--- config.mk ---
export PLATFORM = sky130hd
export DESIGN_NAME = tqvp_bus_arbiter
export DESIGN_NICKNAME = d
export VERILOG_FILES = /design/src/rtl/tqvp_bus_arbiter.sv
export SDC_FILE = /design/constraint.sdc
export NUM_CORES = 1
export LEC_CHECK = 0
export CORE_UTILIZATION = 35
export DETAILED_ROUTE_END_ITERATION = 10
export PLACE_DENSITY = 0.87
export SLEW_MARGIN = 20
export SYNTH_ARGS = -nofsm -noshare
export SYNTH_HDL_FRONTEND = slang
export SYNTH_SLANG_ARGS = --single-unit
--- constraint.sdc ---
create_clock -name clk -period 1.33 [get_ports clk]
set_input_delay 0.266 -clock clk [delete_from_list [all_inputs] [get_ports clk]]
set_output_delay 0.266 -clock clk [all_outputs]
set_load 0.005 [all_outputs]
--- src/rtl/tqvp_bus_arbiter.sv ---
// Two-requester round-robin arbiter with a single-owner IDLE/ACCESS/DONE register-bus sequencer.
// Grant in 1 cycle, write 3 cycles grant-to-IDLE, reads stall on data_ready; optional read timeout under TQVP_ARB_TIMEOUT_EN.
module tqvp_bus_arbiter #(
    parameter int TIMEOUT_W = 8
) (
    input  logic        clk,
    input  logic        rst,
    input  logic        a_valid,
    input  logic        a_we,
    input  logic [1:0]  a_width,
    input  logic [5:0]  a_addr,
    input  logic [31:0] a_wdata,
    input  logic        b_valid,
    input  logic        b_we,
    input  logic [1:0]  b_width,
    input  logic [5:0]  b_addr,
    input  logic [31:0] b_wdata,
    output logic        a_ready,
    output logic        b_ready,
    output logic        a_done,
    output logic        b_done,
    output logic        a_err,
    output logic        b_err,
    output logic [31:0] rdata,
    output logic [5:0]  address,
    output logic [31:0] data_in,
    output logic [1:0]  data_write_n,
    output logic [1:0]  data_read_n,
    input  logic [31:0] data_out,
    input  logic        data_ready
);

    typedef enum logic [1:0] {IDLE, ACCESS, DONE} state_t;

    state_t      state, state_nxt;
    logic        last_b;
    logic        owner_b;
    logic        we_q;
    logic        err_q;
    logic [1:0]  width_q;
    logic        grant_a, grant_b;
    logic        req_we;
    logic [1:0]  req_width;
    logic [5:0]  req_addr;
    logic [31:0] req_wdata;
    logic        rd_hit;
    logic        rd_timeout;
    logic [31:0] rd_masked;

    // last_b=1 means B was served last, so A wins the next tie
    always_comb begin
        grant_a   = (state == IDLE) && a_valid && (!b_valid || last_b);
        grant_b   = (state == IDLE) && b_valid && (!a_valid || !last_b);
        req_we    = grant_b ? b_we    : a_we;
        req_width = grant_b ? b_width : a_width;
        req_addr  = grant_b ? b_addr  : a_addr;
        req_wdata = grant_b ? b_wdata : a_wdata;
    end

    assign rd_hit = (state == ACCESS) && !we_q && data_ready;

`ifdef TQVP_ARB_TIMEOUT_EN
    logic [TIMEOUT_W-1:0] wait_cnt;

    always_ff @(posedge clk) begin
        if (rst || state != ACCESS) begin
            wait_cnt <= '0;
        end else if (!we_q) begin
            wait_cnt <= wait_cnt + {{(TIMEOUT_W-1){1'b0}}, 1'b1};
        end
    end

    assign rd_timeout = (state == ACCESS) && !we_q && !data_ready && (wait_cnt == {TIMEOUT_W{1'b1}});
`else
    logic unused_timeout_cfg;
    assign unused_timeout_cfg = |TIMEOUT_W;
    assign rd_timeout = 1'b0;
`endif

    always_comb begin
        case (width_q)
            2'b00:   rd_masked = {24'h0, data_out[7:0]};
            2'b01:   rd_masked = {16'h0, data_out[15:0]};
            default: rd_masked = data_out;
        endcase
    end

    always_comb begin
        state_nxt = state;
        case (state)
            IDLE: begin
                if (grant_a || grant_b) begin
                    state_nxt = (req_width == 2'b11) ? DONE : ACCESS;
                end
            end
            ACCESS: begin
                if (we_q || data_ready || rd_timeout) begin
                    state_nxt = DONE;
                end
            end
            DONE:    state_nxt = IDLE;
            default: state_nxt = IDLE;
        endcase
    end

    always_ff @(posedge clk) begin
        if (rst) begin
            state   <= IDLE;
            last_b  <= 1'b1;
            owner_b <= 1'b0;
            we_q    <= 1'b0;
            width_q <= 2'b00;
            err_q   <= 1'b0;
            address <= '0;
            data_in <= '0;
            rdata   <= '0;
        end else begin
            state <= state_nxt;
            if (grant_a || grant_b) begin
                last_b  <= grant_b;
                owner_b <= grant_b;
                we_q    <= req_we;
                width_q <= req_width;
                err_q   <= (req_width == 2'b11);
                address <= req_addr;
                data_in <= req_wdata;
                rdata   <= '0;
            end
            if (rd_hit) begin
                rdata <= rd_masked;
            end else if (rd_timeout) begin
                err_q <= 1'b1;
                rdata <= '0;
            end
        end
    end

    // Outputs are held quiet while rst is asserted, whatever state is still registered
    always_comb begin
        a_ready      = grant_a && !rst;
        b_ready      = grant_b && !rst;
        a_done       = (state == DONE) && !owner_b && !rst;
        b_done       = (state == DONE) &&  owner_b && !rst;
        a_err        = a_done && err_q;
        b_err        = b_done && err_q;
        data_write_n = ((state == ACCESS) &&  we_q && !rst) ? width_q : 2'b11;
        data_read_n  = ((state == ACCESS) && !we_q && !rst) ? width_q : 2'b11;
    end

endmodule

Yosys cells after proc, flatten, opt, wreduce, memory -nomap -nowiden
Index checks and enable logic that the tools add are counted.
{"block": "classes", "eq_ne": 6, "mux": 13, "reduce_logical": 31}
{"op": "$mux W32", "n": 3}
{"op": "$pmux W32 S2", "n": 1}
{"op": "$logic_and A1 B1 Y1", "n": 17}
{"op": "$mux W2", "n": 6}
{"op": "$logic_not A1 Y1", "n": 6}
{"op": "$mux W6", "n": 1}
{"op": "$eq A2 B1 Y1 const B", "n": 2}
{"op": "$eq A2 B2 Y1 const B", "n": 2}
{"op": "$logic_not A2 Y1", "n": 2}
{"op": "$logic_or A1 B1 Y1", "n": 4}
{"op": "$ne A2 B1 Y1 const B", "n": 2}
{"op": "$pmux W2 S2", "n": 1}
{"op": "$reduce_and A2 Y1", "n": 1}
{"op": "$reduce_bool A2 Y1", "n": 1}
{"op": "$mux W1", "n": 1}
{"block": "word_totals", "reg_bits": 78, "in_bits": 119, "out_inout_bits": 80, "elab_cells": 59}

Logic depth before layout (Yosys ltp)
{"block": "logic_depth", "depth_word": 8, "ltp_mapped": 6, "ltp_nobuf": 3}

Least setup slack after synthesis
OpenSTA, ideal clock, no wires.
{"block": "synth_timing", "path_type": "register to output", "startpoint": "register state[1]", "endpoint": "output a_ready", "t_arrival_ns": 1.211, "setup_slack_ns": -0.147, "stages_incl_launch_ff": 5, "path_cell_list": "dfxtp_1 > buf_6 > or3b_4 > buf_2 > nor3_1"}
{"block": "synth_via", "elab_chain_cells": 4}
{"element": "from (decl)", "line_no": "35", "text": "state_t state, state_nxt;"}
{"element": "from (signal assigned)", "line_no": "118", "text": "state <= state_nxt;"}
{"element": "$logic_not A2 Y1", "line_no": "52", "text": "grant_a = (state == IDLE) && a_valid && (!b_valid || last_b);"}
{"element": "$logic_and A1 B1 Y1 (2 in a row)", "line_no": "52"}
{"element": "$logic_and A1 B1 Y1", "line_no": "140", "text": "a_ready = grant_a && !rst;"}
{"element": "to (decl)", "line_no": "18", "text": "output logic a_ready,"}
No other way between the ends.

Final worst setup path
Same ends and word-level chain as after synthesis.

==> flow_summary.json <==
{
  "boundaryPins": 199,
  "final_core_util_pct": 75.7,
  "wire_per_inst_um": 21.5,
  "synthFlopType": "dfxtp_1",
  "power_switching_w": 0.00279,
  "rsz0062_at_grt": "true",
  "setup_slack_ps": -466,
  "hold_viol_final": 0,
  "syn-instance-count": 405,
  "worstPathMaxFanout": 3,
  "clk_path_buf_depth": 2,
  "portBuffers": 198,
  "coreArea_um2": 9770,
  "drv_cap": 0,
  "violations": "setup timing",
  "synth_area_um2": 3530,
  "ys_seq_area_share_pct": 44.3,
  "slew_viol_final": 0,
  "overflow": 0,
  "drive_gt1_share_pct": 40.0,
  "switching_share_pct": 32.7,
  "dieHeight_um": 102,
  "netlist.area_leader.share_pct": 44.3,
  "ys_ff_latch": 78,
  "grt_start_max_net_pins": 45,
  "root_buffer": "clkbuf_8",
  "antenna_found_initial": 0,
  "placementRows": 36,
  "clkSlewWorstSetupHoldPaths_ps": 90,
  "drt_first_pass_iters": 4,
  "die_w_um": 102,
  "pwr-share-clk_pct": 26.3,
  "synth_cell_types": 39,
  "htree_levels": 3,
  "layout.nets": 769,
  "peakVddDrop_v": 0.000712,
  "holdBufCountCts": 0,
  "final_cell_mix": "clkdlybuf4s50_1, dlygate4sd2_1, nand3_1",
  "drc": 0,
  "p_seq_share_pct": 32.7,
  "dp_cells": 725,
  "critPathCaptureType": "output pin",
  "initial_core_util_pct": 36.1,
  "synth_nets": 524,
  "leakagePower_nw": 2.92,
  "setup_viol": 88,
  "crit_type": "flop to output pin",
  "antenna_cells": 0,
  "drtIter0Drc": 231,
  "via_count": 4572,
  "synthArstFlopShare_pct": 0,
  "insertion_delay_ps": 360,
  "timing.slew.headroom_pct": 60.4,
  "ys_warn_count": 0,
  "yosysTopAreaCell": "dfxtp_1",
  "fp.dieArea_um2": 10500,
  "finalWirelength_um": 17000,
  "finalNonFillerCells": 788,
  "path_cells": "buf_6 -> or3b_4 -> nor3_2 -> buf_2",
  "grt_pass1_vias": 4645,
  "layout_commonest_cell": "clkdlybuf4s50_1",
  "hold_path.class": "primary input to flop",
  "finalPower_w": 0.00852,
  "clock-sinks": 78,
  "critPathRequiredTime_ps": 1060,
  "arrival_ps": 1530,
  "critPathLaunchType": "flop",
  "finalCritPeriodShare_pct": 135,
  "fillers": 670,
  "numCtsBuffers": 9,
  "grt_pass1_wl_um": 23400,
  "grt_usage_pct": 29.2,
  "vias_per_cell": 5.80,
  "max_freq_mhz": 557,
  "cpPeakStageDelay_ps": 400,
  "hpwl_um": 8980,
  "fin_skew_ps": 15.6,
  "syn_to_final_growth_pct": 110,
  "tightest_slew_ps": 594,
  "cellPowerDensity_nw_per_um2": 1150,
  "cts_tree": "done",
  "gp_congestion": 0.834,
  "tns_ps": -30600,
  "period_minus_slack_ps": 1800,
  "syn_avg_cell_area_um2": 8.71,
  "internal_power_w": 0.00573,
  "drtAntennaViolNets": 0,
  "ys_top_cells_by_area": "dfxtp_1, a311oi_1, nand3_1",
  "synth-edff-count": 0,
  "status": "finished with violations",
  "slowest_stage": "or3b_4",
  "comb_power_share_pct": 40.9
}
==> cell families (layout without fill, tap and decap cells) <==
group | count (synthesis) | in the layout | synth area share, %
flip-flops | 78 | 78 | 44.3
AND/OR/NAND/NOR | 133 | 135 | 20.3
buffers and inverters | 52 | 300 | 7.03
AO/OA/AOI/OAI | 142 | 142 | 28.4
==> power groups by stage <==
stage | Combinational [W] | Clock, W | Sequential, W
after global placement | 0.00213 | 0 | 0.00275
after global routing | 0.00365 | 0.00235 | 0.00281
after CTS | 0.00276 | 0.00225 | 0.00273
final | 0.00349 | 0.00224 | 0.00279
after floorplan | 0.000996 | 0 | 0.00276
after detailed placement | 0.00218 | 0 | 0.00276
==> final cells by class <==
type / count / area (um2) / share of cell area [%]
Clock buffer: 10 / 128 / 1.72
Multi-Input combinational cell: 277 / 2410 / 32.6
Clock inverter: 6 / 118 / 1.59
Sequential cell: 78 / 1620 / 21.8
Timing Repair Buffer: 283 / 2960 / 40.0
Inverter: 1 / 3.75 / 0.0507
Tap cell: 133 / 166 / 2.25
==> worst paths after layout <==
check / endpoint / slack [ps] / cells past startpoint / from
max: a_ready / -470 / 4 / state[1]$_SDFFE_PP0P_
min: rdata[7]$_SDFFE_PP0P_ / 450 / 3 / data_out[7]
max reg2reg: data_in[7]$_SDFFE_PP0P_ / -440 / 7 / state[1]$_SDFFE_PP0P_
min reg2reg: rdata[18]$_SDFFE_PP0P_ / 480 / 1 / rdata[18]$_SDFFE_PP0P_
==> flip-flops by register name (all words and copies together), names as in the netlist <==
name	cells
data_in	32
rdata	32
address	6
state	2
width_q	2
err_q	1
last_b	1
owner_b	1
we_q	1
==> per-stage QoR <==
step                      setup slack (ps)  area [um2]  hold slack [ps]
after global placement                -733        5840              462
after global routing                  -525        7400              450
after CTS                             -459        6640              407
final                                 -466        7400              451
after floorplan                      -66.5        3590              391
after detailed placement              -744        5840              463
==> repair_timing <==
action,4_1_cts,5_1_grt
buffers inserted,29,13
resized for setup,259,117
cloned,9,10
setup endpoints to repair,158,88
pin swaps,54,83
==> metal layers <==
| layer | global-route usage, % | wire [um] | share of wire [%] |
|---|---|---|---|
| met3 | 8.69 | 1210 | 7.1 |
| met5 | 0 | 0 | 0 |
| met1 | 31.0 | 6190 | 36 |
| met2 | 52.2 | 8950 | 53 |
| met4 | 14.8 | 626 | 3.7 |
==> synth_stat cells, types with 2 or more instances <==
library cell,instances
nand2_1,10
a22o_1,16
o211ai_1,16
nor2_1,4
buf_2,17
clkbuf_1,25
nand4b_1,2
buf_1,2
nand3_1,49
and2_1,2
and3_1,2
nor3_1,43
buf_6,2
nand2b_1,5
dfxtp_1,78
buf_4,4
nor4_1,4
o21ai_0,40
nor2b_1,2
a21oi_1,23
or2_2,2
a311oi_1,40
==> critical path: cells and delay by family (launching register included) <==
kind                   cells  cell delay [ps]
buffers and inverters      2              240
flip-flops                 1              370
AND/OR/NAND/NOR            2              550
(Power assumes the default switching activity.)
